<file path="config.mk">
export PLATFORM = sky130hd
export DESIGN_NAME = cfu_cmd_fifo
export DESIGN_NICKNAME = d
export VERILOG_FILES = /design/src/rtl/cfu_pkg.sv /design/src/rtl/cfu_fifo_ptr.sv /design/src/rtl/cfu_cmd_fifo.sv
export SDC_FILE = /design/constraint.sdc
export NUM_CORES = 1
export LEC_CHECK = 0
export CAP_MARGIN = 20
export CELL_PAD_IN_SITES_DETAIL_PLACEMENT = 1
export CELL_PAD_IN_SITES_GLOBAL_PLACEMENT = 2
export CORE_MARGIN = 1.5
export CORE_UTILIZATION = 45
export DETAILED_ROUTE_END_ITERATION = 10
export PLACE_DENSITY_LB_ADDON = 0.1
export SETUP_SLACK_MARGIN = 0.5
export SYNTH_ARGS = -nofsm -noshare
export SYNTH_HDL_FRONTEND = slang
export SYNTH_SLANG_ARGS = --single-unit
export TNS_END_PERCENT = 10
</file>
<file path="constraint.sdc">
create_clock -name clk -period 20.8 [get_ports clk]
set_input_delay 4.16 -clock clk [delete_from_list [all_inputs] [get_ports clk]]
set_output_delay 4.16 -clock clk [all_outputs]
set_load 0.02 [all_outputs]
</file>
<file path="src/rtl/cfu_pkg.sv">
// Shared definitions for the Cfu command path: operand widths, the
// command payload record and the funct7 field extractor.
package cfu_pkg;

   localparam int FUNC_W     = 10;
   localparam int DATA_W     = 32;
   localparam int FUNCT7_LSB = 3;
   localparam int FUNCT7_W   = 7;

   // One custom-instruction command exactly as issued by the CPU.
   typedef struct packed {
      logic [FUNC_W-1:0] function_id;
      logic [DATA_W-1:0] inputs_0;
      logic [DATA_W-1:0] inputs_1;
   } cfu_cmd_t;

   // funct7 lives in the upper bits of function_id; funct3 in the lower three.
   function automatic logic [FUNCT7_W-1:0] funct7_of(input logic [FUNC_W-1:0] function_id);
      return function_id[FUNCT7_LSB +: FUNCT7_W];
   endfunction

endpackage

</file>
<file path="src/rtl/cfu_fifo_ptr.sv">
// Read/write pointer, occupancy and full/empty tracking for a power-of-two
// FIFO. Kept storage-agnostic so a response queue can reuse it.
module cfu_fifo_ptr #(
   parameter  int DEPTH = 4,
   localparam int AW    = $clog2(DEPTH),
   localparam int PW    = AW + 1
) (
   input  logic          clk,
   input  logic          reset_n,
   input  logic          i_flush,
   input  logic          i_push_req,
   input  logic          i_pop_req,
   output logic          o_push,
   output logic          o_pop,
   output logic          o_full,
   output logic          o_empty,
   output logic [AW-1:0] o_wr_addr,
   output logic [AW-1:0] o_rd_addr,
   output logic [PW-1:0] o_count
);

   logic [PW-1:0] r_wr_ptr;
   logic [PW-1:0] r_rd_ptr;
   logic [PW-1:0] r_count;
   logic          w_full;
   logic          w_empty;
   logic          w_push;
   logic          w_pop;

   // The extra MSB separates "same slot, one lap ahead" (full) from
   // "same slot, same lap" (empty); wrap is plain modulo 2*DEPTH.
   assign w_full  = (r_wr_ptr[AW] != r_rd_ptr[AW]) &&
                    (r_wr_ptr[AW-1:0] == r_rd_ptr[AW-1:0]);
   assign w_empty = (r_wr_ptr == r_rd_ptr);

   // Handshakes qualified only by registered state; flush cancels both.
   assign w_push = i_push_req && !w_full  && !i_flush;
   assign w_pop  = i_pop_req  && !w_empty && !i_flush;

   // Pointer and occupancy registers; flush outranks push and pop.
   // NOTE: state registers use non-blocking assignments so every flop samples
   // pre-edge values and simulation order cannot change the result.
   always_ff @(posedge clk or negedge reset_n) begin
      if (!reset_n) begin
         r_wr_ptr <= '0;
         r_rd_ptr <= '0;
         r_count  <= '0;
      end else if (i_flush) begin
         r_wr_ptr <= '0;
         r_rd_ptr <= '0;
         r_count  <= '0;
      end else begin
         if (w_push) r_wr_ptr <= r_wr_ptr + PW'(1);
         if (w_pop)  r_rd_ptr <= r_rd_ptr + PW'(1);
         case ({w_push, w_pop})
            2'b10:   r_count <= r_count + PW'(1);
            2'b01:   r_count <= r_count - PW'(1);
            default: r_count <= r_count;
         endcase
      end
   end

   assign o_push    = w_push;
   assign o_pop     = w_pop;
   assign o_full    = w_full;
   assign o_empty   = w_empty;
   assign o_wr_addr = r_wr_ptr[AW-1:0];
   assign o_rd_addr = r_rd_ptr[AW-1:0];
   assign o_count   = r_count;

endmodule

</file>
<file path="src/rtl/cfu_cmd_fifo.sv">
// Command queue between the CPU and the Cfu. Buffers custom-instruction
// commands so the CPU can keep issuing while the Cfu holds a response.
// First-word-fall-through head; ready toward the CPU depends only on
// registered occupancy, never on m_cmd_ready.
module cfu_cmd_fifo #(
   parameter  int DEPTH  = 4,
   parameter  int FUNC_W = cfu_pkg::FUNC_W,
   parameter  int DATA_W = cfu_pkg::DATA_W,
   localparam int AW     = $clog2(DEPTH),
   localparam int CW     = AW + 1
) (
   input  logic              clk,
   input  logic              reset_n,
   input  logic              flush,
   input  logic              s_cmd_valid,
   output logic              s_cmd_ready,
   input  logic [FUNC_W-1:0] s_cmd_payload_function_id,
   input  logic [DATA_W-1:0] s_cmd_payload_inputs_0,
   input  logic [DATA_W-1:0] s_cmd_payload_inputs_1,
   output logic              m_cmd_valid,
   input  logic              m_cmd_ready,
   output logic [FUNC_W-1:0] m_cmd_payload_function_id,
   output logic [DATA_W-1:0] m_cmd_payload_inputs_0,
   output logic [DATA_W-1:0] m_cmd_payload_inputs_1,
   output logic [CW-1:0]     count
);

   import cfu_pkg::cfu_cmd_t;

   // Storage is the shared command record, so widths must match the package.
   if (FUNC_W != cfu_pkg::FUNC_W || DATA_W != cfu_pkg::DATA_W) begin : g_width_check
      $error("cfu_cmd_fifo: FUNC_W/DATA_W must match cfu_pkg");
   end
   if (DEPTH < 2 || (DEPTH & (DEPTH - 1)) != 0) begin : g_depth_check
      $error("cfu_cmd_fifo: DEPTH must be a power of two, at least 2");
   end

   cfu_cmd_t        r_mem [DEPTH];
   cfu_cmd_t        w_in_cmd;
   cfu_cmd_t        w_head;
   logic            w_push;
   logic            w_pop;
   logic            w_full;
   logic            w_empty;
   logic [AW-1:0]   w_wr_addr;
   logic [AW-1:0]   w_rd_addr;
   logic [CW-1:0]   w_count;

   assign w_in_cmd = '{function_id: s_cmd_payload_function_id,
                       inputs_0:    s_cmd_payload_inputs_0,
                       inputs_1:    s_cmd_payload_inputs_1};

   cfu_fifo_ptr #(
      .DEPTH (DEPTH)
   ) u_ptr (
      .clk        (clk),
      .reset_n    (reset_n),
      .i_flush    (flush),
      .i_push_req (s_cmd_valid),
      .i_pop_req  (m_cmd_ready),
      .o_push     (w_push),
      .o_pop      (w_pop),
      .o_full     (w_full),
      .o_empty    (w_empty),
      .o_wr_addr  (w_wr_addr),
      .o_rd_addr  (w_rd_addr),
      .o_count    (w_count)
   );

   // Write the accepted command into the tail slot.
   // NOTE: the array has no reset; unread slots are never visible because the
   // head is masked while empty, and resetting it would only cost flops.
   always_ff @(posedge clk) begin
      if (w_push) r_mem[w_wr_addr] <= w_in_cmd;
   end

   // Present the head slot, forced to zero while the queue is empty.
   // NOTE: the default assignment first keeps this purely combinational; a
   // path that leaves w_head unassigned would infer a latch.
   always_comb begin
      w_head = '0;
      if (!w_empty) w_head = r_mem[w_rd_addr];
   end

   assign s_cmd_ready               = !w_full;
   assign m_cmd_valid               = !w_empty;
   assign m_cmd_payload_function_id = w_head.function_id;
   assign m_cmd_payload_inputs_0    = w_head.inputs_0;
   assign m_cmd_payload_inputs_1    = w_head.inputs_1;
   assign count                     = w_count;

endmodule

</file>
=== Word-level counts from Yosys, hierarchy flattened ===
Memories as Yosys holds them, arrays and structs flattened.
Index checks and enable logic that the tools add are counted.

* Logic and storage cells: 33
* Memories kept: 1
* Bits in registers: 9
* Input bits: 79
* Memory bits (writable): 296
* Output and inout bits: 79

{| class="wikitable"
|+ Memories
! memory !! depth !! width !! read ports !! clocked after Yosys merged registers in !! write ports !! line !! RTL
|-
| r_mem || 4 || 74 || 1 || 0 || 1 || cfu_cmd_fifo.sv:38 || <nowiki>cfu_cmd_t r_mem [DEPTH];</nowiki>
|}

* Equality and inequality tests: 5
* Muxes and demuxes: 9
* Add/sub/neg operators: 4
* Reductions and logical operators: 11

{| class="wikitable"
|+ Operator list
! cell !! number
|-
| 2-to-1 mux 74 bit || 1
|-
| 2-to-1 mux 3 bit || 5
|-
| adder 3 x 1 -> 3 bit, second input constant || 3
|-
| one-hot mux 3 bit (2 select lines) || 1
|-
| logical AND 1 bit || 5
|-
| nonzero test 2 bit || 2
|-
| == test 3 bit || 1
|-
| logical NOT 1 bit || 3
|-
| nonzero test 3 bit || 1
|-
| subtractor 3 x 1 -> 3 bit, second input constant || 1
|-
| == test 2 x 1 -> 1 bit, second input constant || 1
|-
| == test 2 bit || 1
|-
| == test 2 bit, second input constant || 1
|-
| 2-to-1 mux 1 bit || 2
|-
| inequality test 1 bit || 1
|}

=== Logic depth before layout (Yosys ltp) ===
Gate-level depths: netlist of the first run.

* Depth after elaboration: 8
* Mapped depth: 9
* Gate-level depth less buffers: 8

=== Cells and area by module ===
A second synthesis of the first run with hierarchy kept.

* Cells, all modules: 637
* Area, all modules: 11,930.2 sq um

{| class="wikitable"
|+ Modules (own cells, without submodules)
! module !! seq. area each (sq um) !! cells an instance !! times used !! area each (sq um)
|-
| cfu_cmd_fifo || 8,888.5 || 560 || 1 || 11,237.0
|-
| cfu_fifo_ptr || 225.2 || 77 || 1 || 693.2
|}

=== Least setup slack after synthesis of the first run ===
No wires, ideal clock.

* Path kind: in2reg
* From: input s_cmd_valid
* To: memory r_mem[3][0] (netlist bit), enable pin
* Buffers on the path: 0
* Data arrival time: 9,471 ps
* Slack: 10,732 ps
* Stages on the path: 3
* Path through: inv_1 -> a31o_2 -> nor3_1

* Cells in the longest elaborated chain, start to end: 4

{| class="wikitable"
|+ RTL lines
! what !! line !! RTL
|-
| start: declaration || cfu_cmd_fifo.sv:15 || <nowiki>input logic s_cmd_valid,</nowiki>
|-
| logical AND 1 bit (2 in series) || cfu_fifo_ptr.sv:37 || <nowiki>assign w_push = i_push_req && !w_full && !i_flush;</nowiki>
|-
| 2-to-1 mux 1 bit || cfu_cmd_fifo.sv:74 || <nowiki>if (w_push) r_mem[w_wr_addr] <= w_in_cmd;</nowiki>
|-
| 2-to-1 mux 1 bit (implied by the code) || cfu_cmd_fifo.sv:74 ||
|-
| end: declaration || cfu_cmd_fifo.sv:38 ||
|}

Every way passes these cells.

=== Worst setup path after layout of the first run ===
* From: register u_ptr.r_rd_ptr[0]
* To: output m_cmd_payload_inputs_1[30]

* Cells in the longest elaborated chain, start to end: 2

{| class="wikitable"
|+ RTL lines
! what !! line !! RTL
|-
| start: declaration || cfu_fifo_ptr.sv:23 || <nowiki>logic [PW-1:0] r_rd_ptr;</nowiki>
|-
| start signal: assignment || cfu_fifo_ptr.sv:54 || <nowiki>if (w_pop) r_rd_ptr <= r_rd_ptr + PW'(1);</nowiki>
|-
| memory read (4 x 74 bit) or == test 3 bit (tied branches) || - ||
|-
| 2-to-1 mux 74 bit (*) || cfu_cmd_fifo.sv:82 || <nowiki>if (!w_empty) w_head = r_mem[w_rd_addr];</nowiki>
|-
| end: declaration || cfu_cmd_fifo.sv:24 || <nowiki>output logic [DATA_W-1:0] m_cmd_payload_inputs_1,</nowiki>
|}

Every way passes the cells marked *; elsewhere a longest branch is shown, timed or not.

==> metrics.md, run 1 <==
| Metric | Value |
|---|---|
| Status | `completed` |
| Hold Path Class | `reg -> reg` |
| CTS tree | `built` |
| F_max | `between 100 and 150 MHz` |
| Die Footprint | `roughly 27000 um^2` |
| RSZ-0062 raised after global routing | `no` |
| Yosys reg bits | `305` |
| Drt wl/cell | `between 20 and 25 um` |
| Clock power share | `about a third` |
| CP Launch Type | `flip-flop` |
| Largest family of logic cells by synthesized area | `multiplexers` |
| Via-to-Cell Ratio | `~5.3` |
| CP delay by family, top | `buffers and inverters` |
| Worst VDD drop | `0.0727 mV` |
| Number of global-route vias before repair | `6417` |
| Area grow syn2layout | `24.8%` |
| Worst EP arrival | `3.65 ns` |
| NetSw | `between 0.0004 and 0.0005 W` |
| Warnings, synthesis | `0` |
| Starting DRC count in detailed routing | `284` |
| Post-route design area | `14800 um^2` |
| Post-Syn Instances | `around 530` |
| P_int | `between 0.001 and 0.0015 W` |
| Synth unique cells | `28` |
| Non-filler cells, final | `1069` |
| Worst Path Required | `16.64 ns` |
| Final setup margin | `12.99 ns` |
| Max-slew headroom | `33.5%` |
| Vias | `5653` |
| Crit end category | `output pin` |
| Initial antenna violation count | `3` |
| Final min period | `7.81 ns` |
| Setup Slack @ Placement | `13.38 ns` |
| Cts hold-fix bufs | `0` |
| Combinational group share of total power | `around a quarter` |
| Seq/Total Area, Yosys | `77.0%` |
| Hold path start | `u_ptr.o_count[1]$_DFFE_PN0P_` |
| Leakage | `4.73 nW` |
| Post-CTS Resized | `0` |
| Worst R2R End | `r_mem[1][24]$_DFFE_PP_` |
| CP Buf/Inv Count | `2` |
| Endpoints failing setup | `0` |
| Post-synthesis compound-gate area fraction | `0.391%` |
| Ports | `158` |
| Setup Skew | `0.0175 ns` |
| Share of cells above drive strength 1 | `18.7%` |
| Reg2reg start | `u_ptr.r_rd_ptr[0]$_DFFE_PN0P_` |
| Post-synthesis mux area share | `14.6%` |
| Pins Over Slew Limit | `0` |
| Grt total ovfl | `0` |
| Clock root buffer | `clkbuf_16` |
| Mapped Area | `approximately 12000 um^2` |
| Setup TNS | `0 ns` |
| R2r worst-path depth | `5` |
| Core area | `25900 um^2` |
| DIE WIDTH | `roughly 170 um` |
| Slowest-stage cell, CP | `dfrtp_4` |
| Crit-path cells | `buf_4 -> mux4_2 -> and2_1 -> clkdlybuf4s50_1` |
| R2R setup slack | `17.57 ns` |
| Adder-Cell Fraction of Synth Area | `0.698%` |
| Post-CTS Setup Inserts | `0` |
| Post-Place Cells | `1008` |
| Tcrit/Tclk final | `between 30% and 40%` |
| Largest net degree at the start of global routing | `78` |
| Starting Density | `45.7%` |
| Hold EP | `u_ptr.o_count[1]$_DFFE_PN0P_` |
| Syn_area_per_cell | `roughly 22 um^2` |
| Gp weighted congestion | `0.709` |
| Row count | `59` |
| DP Area | `13700 um^2` |
| Crit path max fanout | `39` |
| Antenna Violating Nets Remaining | `0` |
| Post-Synth XOR/XNOR Area | `0.888%` |
| First-pass iteration count of the detailed router | `6` |
| First-pass GRT wire length | `37000 um` |
| Final hold viol count | `0` |
| Largest stage delay, worst path | `0.96 ns` |
| Max cap viols | `0` |
| Nets | `about 790` |
| Simple-Gate Fraction of Synth Area | `roughly 5%` |
| Worst-Skew Late Latency | `0.51 ns` |
| Syn nets | `619` |
| Count of input and output buffers | `157` |
| Flop pwr share | `43.5%` |
| Slew @ Worst Pin | `between 0.9 and 1 ns` |
| Fillcell total | `~2.2k` |
| CTS Buf Count | `34` |
| Worst-path clk slew | `0.05 ns` |
| Max Root-Sink Buffers | `3` |
| GRT Overall Usage | `18.5%` |
| Crit Path Class | `reg -> out` |
| Worst hold path depth | `2` |
| DRC Markers | `0` |
| Die Height | `165 um` |
| H-tree levels | `2` |
| Sw frac | `about a quarter` |
| Clock sink count | `305` |
| Routed wire length | `about 24000 um` |
| Dpl hpwl | `13600 um` |
| Power per cell area | `between 100 and 150 nW/um^2` |
## area by class of cell
type / instances / area (um^2) / area share (%)
multi-input cells: 199 / 2560 / 17.3
clock inverters: 10 / 71.3 / 0.483
clock buffers: 50 / 942 / 6.38
repair buffers: 165 / 1630 / 11.1
diodes: 1 / 2.50 / 0.0169
flip-flops and latches: 305 / 9120 / 61.8
well taps: 335 / 419 / 2.84
inverters: 4 / 15.0 / 0.102
## cells in the mapped netlist
library cell / n / area share, %
mux2_4: 1 / 0.13
edfxtp_1: 296 / 75
clkbuf_1: 10 / 0.32
buf_6: 6 / 0.57
nor2_1: 13 / 0.41
xnor2_1: 4 / 0.30
mux2i_1: 4 / 0.34
mux4_2: 74 / 14
ha_1: 5 / 0.53
nor2b_1: 1 / 0.053
and2_1: 78 / 4.1
dfrtp_1: 9 / 1.9
a21oi_1: 1 / 0.042
nand3_2: 2 / 0.17
and2_4: 1 / 0.074
a211oi_2: 1 / 0.11
nand3_1: 1 / 0.042
a31o_2: 1 / 0.074
nand2_1: 3 / 0.095
buf_2: 10 / 0.42
xnor2_2: 1 / 0.14
a2bb2oi_2: 1 / 0.13
inv_1: 4 / 0.13
xor2_1: 3 / 0.22
fa_1: 1 / 0.17
o21ai_0: 1 / 0.042
nor3_1: 1 / 0.042
xnor2_4: 1 / 0.23
## kinds of logic (layout without fill, tap and decap cells)
| group | Yosys count | count (layout) |
|---|---|---|
| buf+inv | 30 | 229 |
| xor+xnor | 9 | 9 |
| mux | 79 | 79 |
| flops | 305 | 305 |
| compound gates | 5 | 5 |
| simple gates | 100 | 100 |
| fa+ha+maj | 6 | 6 |
| other cells | 0 | 1 |
## per-stage QoR
| step | total power [W] | hold WS, ns | utilization (%) |
|---|---|---|---|
| 2_1_floorplan | 0.000963 | 0.561 | - |
| 3_3_place_gp | 0.00113 | 0.566 | 53.1 |
| 3_5_place_dp | 0.00113 | 0.601 | 53.1 |
| 4_1_cts | 0.00168 | 0.614 | 57.0 |
| 5_1_grt | 0.00173 | 0.652 | 57.0 |
| 6_report | 0.00166 | 0.595 | 57.0 |
## sequential cells by signal, summed over array words and instances (netlist names)
register        flops
r_mem             296
u_ptr.o_count       3
u_ptr.r_rd_ptr      3
u_ptr.r_wr_ptr      3
## power by group through the flow
stage          registers [W]  logic [W]  clock network, W
2_1_floorplan       0.000717   0.000246                 0
3_3_place_gp        0.000733   0.000397                 0
3_5_place_dp        0.000735   0.000399                 0
4_1_cts             0.000722   0.000402          0.000559
5_1_grt             0.000725   0.000421          0.000579
6_report            0.000720   0.000393          0.000543
## cells in the final DEF (no fill, tap or decap), types with 2 or more instances in the layout
cell,n
and2_1,75
and2_4,4
buf_4,8
clkbuf_1,14
clkbuf_16,35
clkdlybuf4s50_1,157
clkinv_1,6
clkinv_2,2
dfrtp_1,7
dfrtp_4,2
edfxtp_1,296
ha_1,5
inv_1,4
mux2i_1,4
mux4_2,74
nand2_1,3
nand3_2,2
nor2_1,13
xnor2_1,4
xor2_1,3
## worst register-to-register path, cell delays in order, from the launching register on
cell     delay [ns]
dfrtp_4        0.96
xnor2_4        0.14
a31o_2         0.33
nor2_1         0.19
and2_4         0.56
buf_4          0.65
## worst max path at each step
stage,from,end,slack [ns],depth (start not counted)
global route,u_ptr.r_rd_ptr[0]$_DFFE_PN0P_,m_cmd_payload_inputs_1[30],12.66,4
detailed placement,u_ptr.r_rd_ptr[0]$_DFFE_PN0P_,m_cmd_payload_inputs_1[1],13.38,4
finish,u_ptr.r_rd_ptr[0]$_DFFE_PN0P_,m_cmd_payload_inputs_1[30],12.99,4
CTS,u_ptr.r_rd_ptr[0]$_DFFE_PN0P_,m_cmd_payload_inputs_1[1],12.83,4
floorplan,s_cmd_valid,r_mem[3][0]$_DFFE_PP_,10.73,3
global placement,u_ptr.r_rd_ptr[0]$_DFFE_PN0P_,m_cmd_payload_inputs_1[0],13.36,4
## layer usage
layer	GRT usage, %	part of all wire, %
met5	0	0.12
met2	31.9	51
met4	5.28	1.8
met1	23.6	41
met3	4.37	5.8
Note: power is estimated with default switching activity, not from simulation.
==> run 2, diff against run 1 <==
--- a/config.mk
+++ b/config.mk
@@ -9,7 +9,7 @@
 export CELL_PAD_IN_SITES_DETAIL_PLACEMENT = 1
 export CELL_PAD_IN_SITES_GLOBAL_PLACEMENT = 2
 export CORE_MARGIN = 1.5
-export CORE_UTILIZATION = 45
+export CORE_UTILIZATION = 42
 export DETAILED_ROUTE_END_ITERATION = 10
 export PLACE_DENSITY_LB_ADDON = 0.1
 export SETUP_SLACK_MARGIN = 0.5
==> constraint.sdc (replaced) <==
create_clock -name clk -period 7.4 [get_ports clk]
set_input_delay 1.48 -clock clk [delete_from_list [all_inputs] [get_ports clk]]
set_output_delay 1.48 -clock clk [all_outputs]
set_load 0.02 [all_outputs]
==> metrics.md, run 2 (synthesis results as in run 1) <==
| Metric | Value |
|---|---|
| Status | `completed` |
| Non-filler cells, final | `1110 (+3.8%)` |
| Routed wire length | `24500 um (+1.9%)` |
| Antenna Violating Nets Remaining | `0 (unchanged)` |
| Setup Skew | `0.0164 ns (-0.00109 ns)` |
| Largest stage delay, worst path | `1.03 ns (+0.07 ns)` |
| Hold Path Class | `reg -> reg` |
| Nets | `794 (unchanged)` |
| Area grow syn2layout | `25.4%` |
| Wl on met1 | `10100 um (+2.7%)` |
| Number of global-route vias before repair | `6439 (+0.34%)` |
| Total power | `0.00469 W (+180%)` |
| DR WL met3 | `1300 um (-6.3%)` |
| F_max | `193 MHz` |
| Commonest cells after routing, fill and taps aside | `edfxtp_1, clkdlybuf4s50_1, and2_1` |
| Max cap viols | `0 (unchanged)` |
| Max-slew headroom | `36.9% (+3.4 points)` |
| Post-CTS Resized | `0 (unchanged)` |
| Die Height | `171 um (+3.4%)` |
| Tcrit/Tclk final | `69.9%` |
| Die Footprint | `29200 um^2 (+7.0%)` |
| Setup TNS | `0 ns (unchanged)` |
| Share of cells above drive strength 1 | `19.5% (+0.85 points)` |
| Dpl hpwl | `13900 um (+2.3%)` |
| Grt total ovfl | `0 (unchanged)` |
| Worst Path Required | `5.92 ns (-10.72 ns)` |
| Ports | `158 (unchanged)` |
| H-tree levels | `2 (unchanged)` |
| Crit path max fanout | `41 (+5.1%)` |
| Row count | `61 (+3.4%)` |
| Via-to-Cell Ratio | `5.07 (-4.2%)` |
| Power per cell area | `316 nW/um^2 (+180%)` |
| DR top layer | `met5` |
| Max Root-Sink Buffers | `3 (unchanged)` |
| Worst EP arrival | `3.70 ns (+0.05 ns)` |
| First-pass GRT wire length | `37300 um (+0.76%)` |
| Max FFs per register | `296 (unchanged)` |
| Slowest-stage cell, CP | `dfrtp_4` |
| Clock root buffer | `clkbuf_16` |
| CTS tree | `built` |
| CP Launch Type | `flip-flop` |
| Cts hold-fix bufs | `0 (unchanged)` |
| Crit-path cells | `buf_4 -> mux4_2 -> and2_1 -> clkdlybuf4s50_1` |
| Drt wl/cell | `22.0 um (-1.9%)` |
| Final min period | `5.18 ns` |
| Clock sink count | `305 (unchanged)` |
| Worst VDD drop | `0.218 mV (+200%)` |
| GRT Overall Usage | `17.4% (-1.1 points)` |
| Post-Place Cells | `1050 (+4.2%)` |
| Met2 WL | `12600 um (+2.6%)` |
| DRC Markers | `0 (unchanged)` |
| Leakage | `4.73 nW (+0.13%)` |
| Worst-path clk slew | `0.06 ns (about the same)` |
| Largest net degree at the start of global routing | `80 (+2.6%)` |
| Gp weighted congestion | `0.675 (-4.8%)` |
| Vias | `5626 (-0.48%)` |
| Final hold viol count | `0 (unchanged)` |
| CP delay by family, top | `buffers and inverters` |
| # diodes | `0 (-1)` |
| Pins Over Slew Limit | `0 (unchanged)` |
| First-pass iteration count of the detailed router | `4 (-2)` |
| Count of input and output buffers | `157 (unchanged)` |
| Post-CTS Setup Inserts | `0 (unchanged)` |
| Crit end category | `output pin` |
| Largest register by flop count | `r_mem` |
| DIE WIDTH | `171 um (+3.4%)` |
| RSZ-0062 raised after global routing | `no` |
| Starting Density | `42.6% (-3.1 points)` |
| Crit Path Class | `reg -> out` |
| Initial antenna violation count | `2 (-1)` |
| Starting DRC count in detailed routing | `305 (+7.4%)` |
| Worst-Skew Late Latency | `0.51 ns (about the same)` |
| CTS Buf Count | `35 (+2.9%)` |
| Commonest non-fill, non-tap cell in the layout | `edfxtp_1` |
| CP Buf/Inv Count | `2 (unchanged)` |
| Slew @ Worst Pin | `0.946 ns (-0.0512 ns)` |
| Core area | `27800 um^2 (+7.2%)` |
| Endpoints failing setup | `0 (unchanged)` |
run 2: cell types whose count changed in the layout (fill, tap and decap cells not counted), sizes merged:
cell / before / now
inv: 5 / 7
buf: 8 / 7
clkinvlp: 0 / 3
clkbuf: 50 / 45
diode: 1 / 0
run 2: layout make-up:
class | count | area (um^2)
clock buffers | 45 | 913
inverters | 4 | 15.0
clock inverters | 15 | 119
flip-flops and latches | 305 | 9120
multi-input cells | 199 | 2570
repair buffers | 164 | 1620
well taps | 378 | 473
fillers | 2522 | 12900
run 2: per-layer routing:
metal / vias to the layer above / global-route usage (%)
li1: 2506 / -
met1: 2945 / 21.6
met2: 140 / 30.3
met3: 33 / 4.51
met4: 2 / 4.65
met5: - / 0
run 2: worst paths after layout:
kind / slack (ns) / from / cells past startpoint / end
max: 2.22 / u_ptr.r_rd_ptr[0]$_DFFE_PN0P_ / 4 / m_cmd_payload_inputs_1[23]
min: 0.60 / u_ptr.o_count[1]$_DFFE_PN0P_ / 2 / u_ptr.o_count[1]$_DFFE_PN0P_
max reg2reg: 3.78 / u_ptr.r_rd_ptr[0]$_DFFE_PN0P_ / 8 / u_ptr.o_count[2]$_DFFE_PN0P_
min reg2reg: 0.60 / u_ptr.o_count[1]$_DFFE_PN0P_ / 2 / u_ptr.o_count[1]$_DFFE_PN0P_
max in group asynchronous: 5.72 / reset_n / 1 / u_ptr.r_rd_ptr[0]$_DFFE_PN0P_
min in group asynchronous: 1.31 / reset_n / 1 / u_ptr.r_wr_ptr[1]$_DFFE_PN0P_
run 2: per-stage QoR:
step	cell area, um^2	hold slack, ns	setup slack (ns)	utilization (%)
after CTS	14800	0.606	2.04	53.4
after global routing	14800	0.643	1.92	53.4
after detailed placement	13800	0.591	2.60	49.7
after floorplan	11800	0.561	2.29	-
final	14800	0.600	2.22	53.4
after global placement	13800	0.565	2.62	49.7
run 2: power by group:
| group | leakage (nW) | switching (W) | internal (W) |
|---|---|---|---|
| logic | 1.43 | 0.000540 | 0.000567 |
| clock network | 0.496 | 0.000652 | 0.000910 |
| registers | 2.81 | 0.0000673 | 0.00196 |
| total | 4.73 | 0.00126 | 0.00343 |
run 2: worst register-to-register path, cell delays in order, from the launching register on:
cell	delay [ns]
dfrtp_4	1.03
xnor2_4	0.22
nand3_4	0.75
nand3_2	0.37
nor2_1	0.09
fa_1	0.42
and2_1	0.17
a2bb2oi_2	0.15
mux2_4	0.31
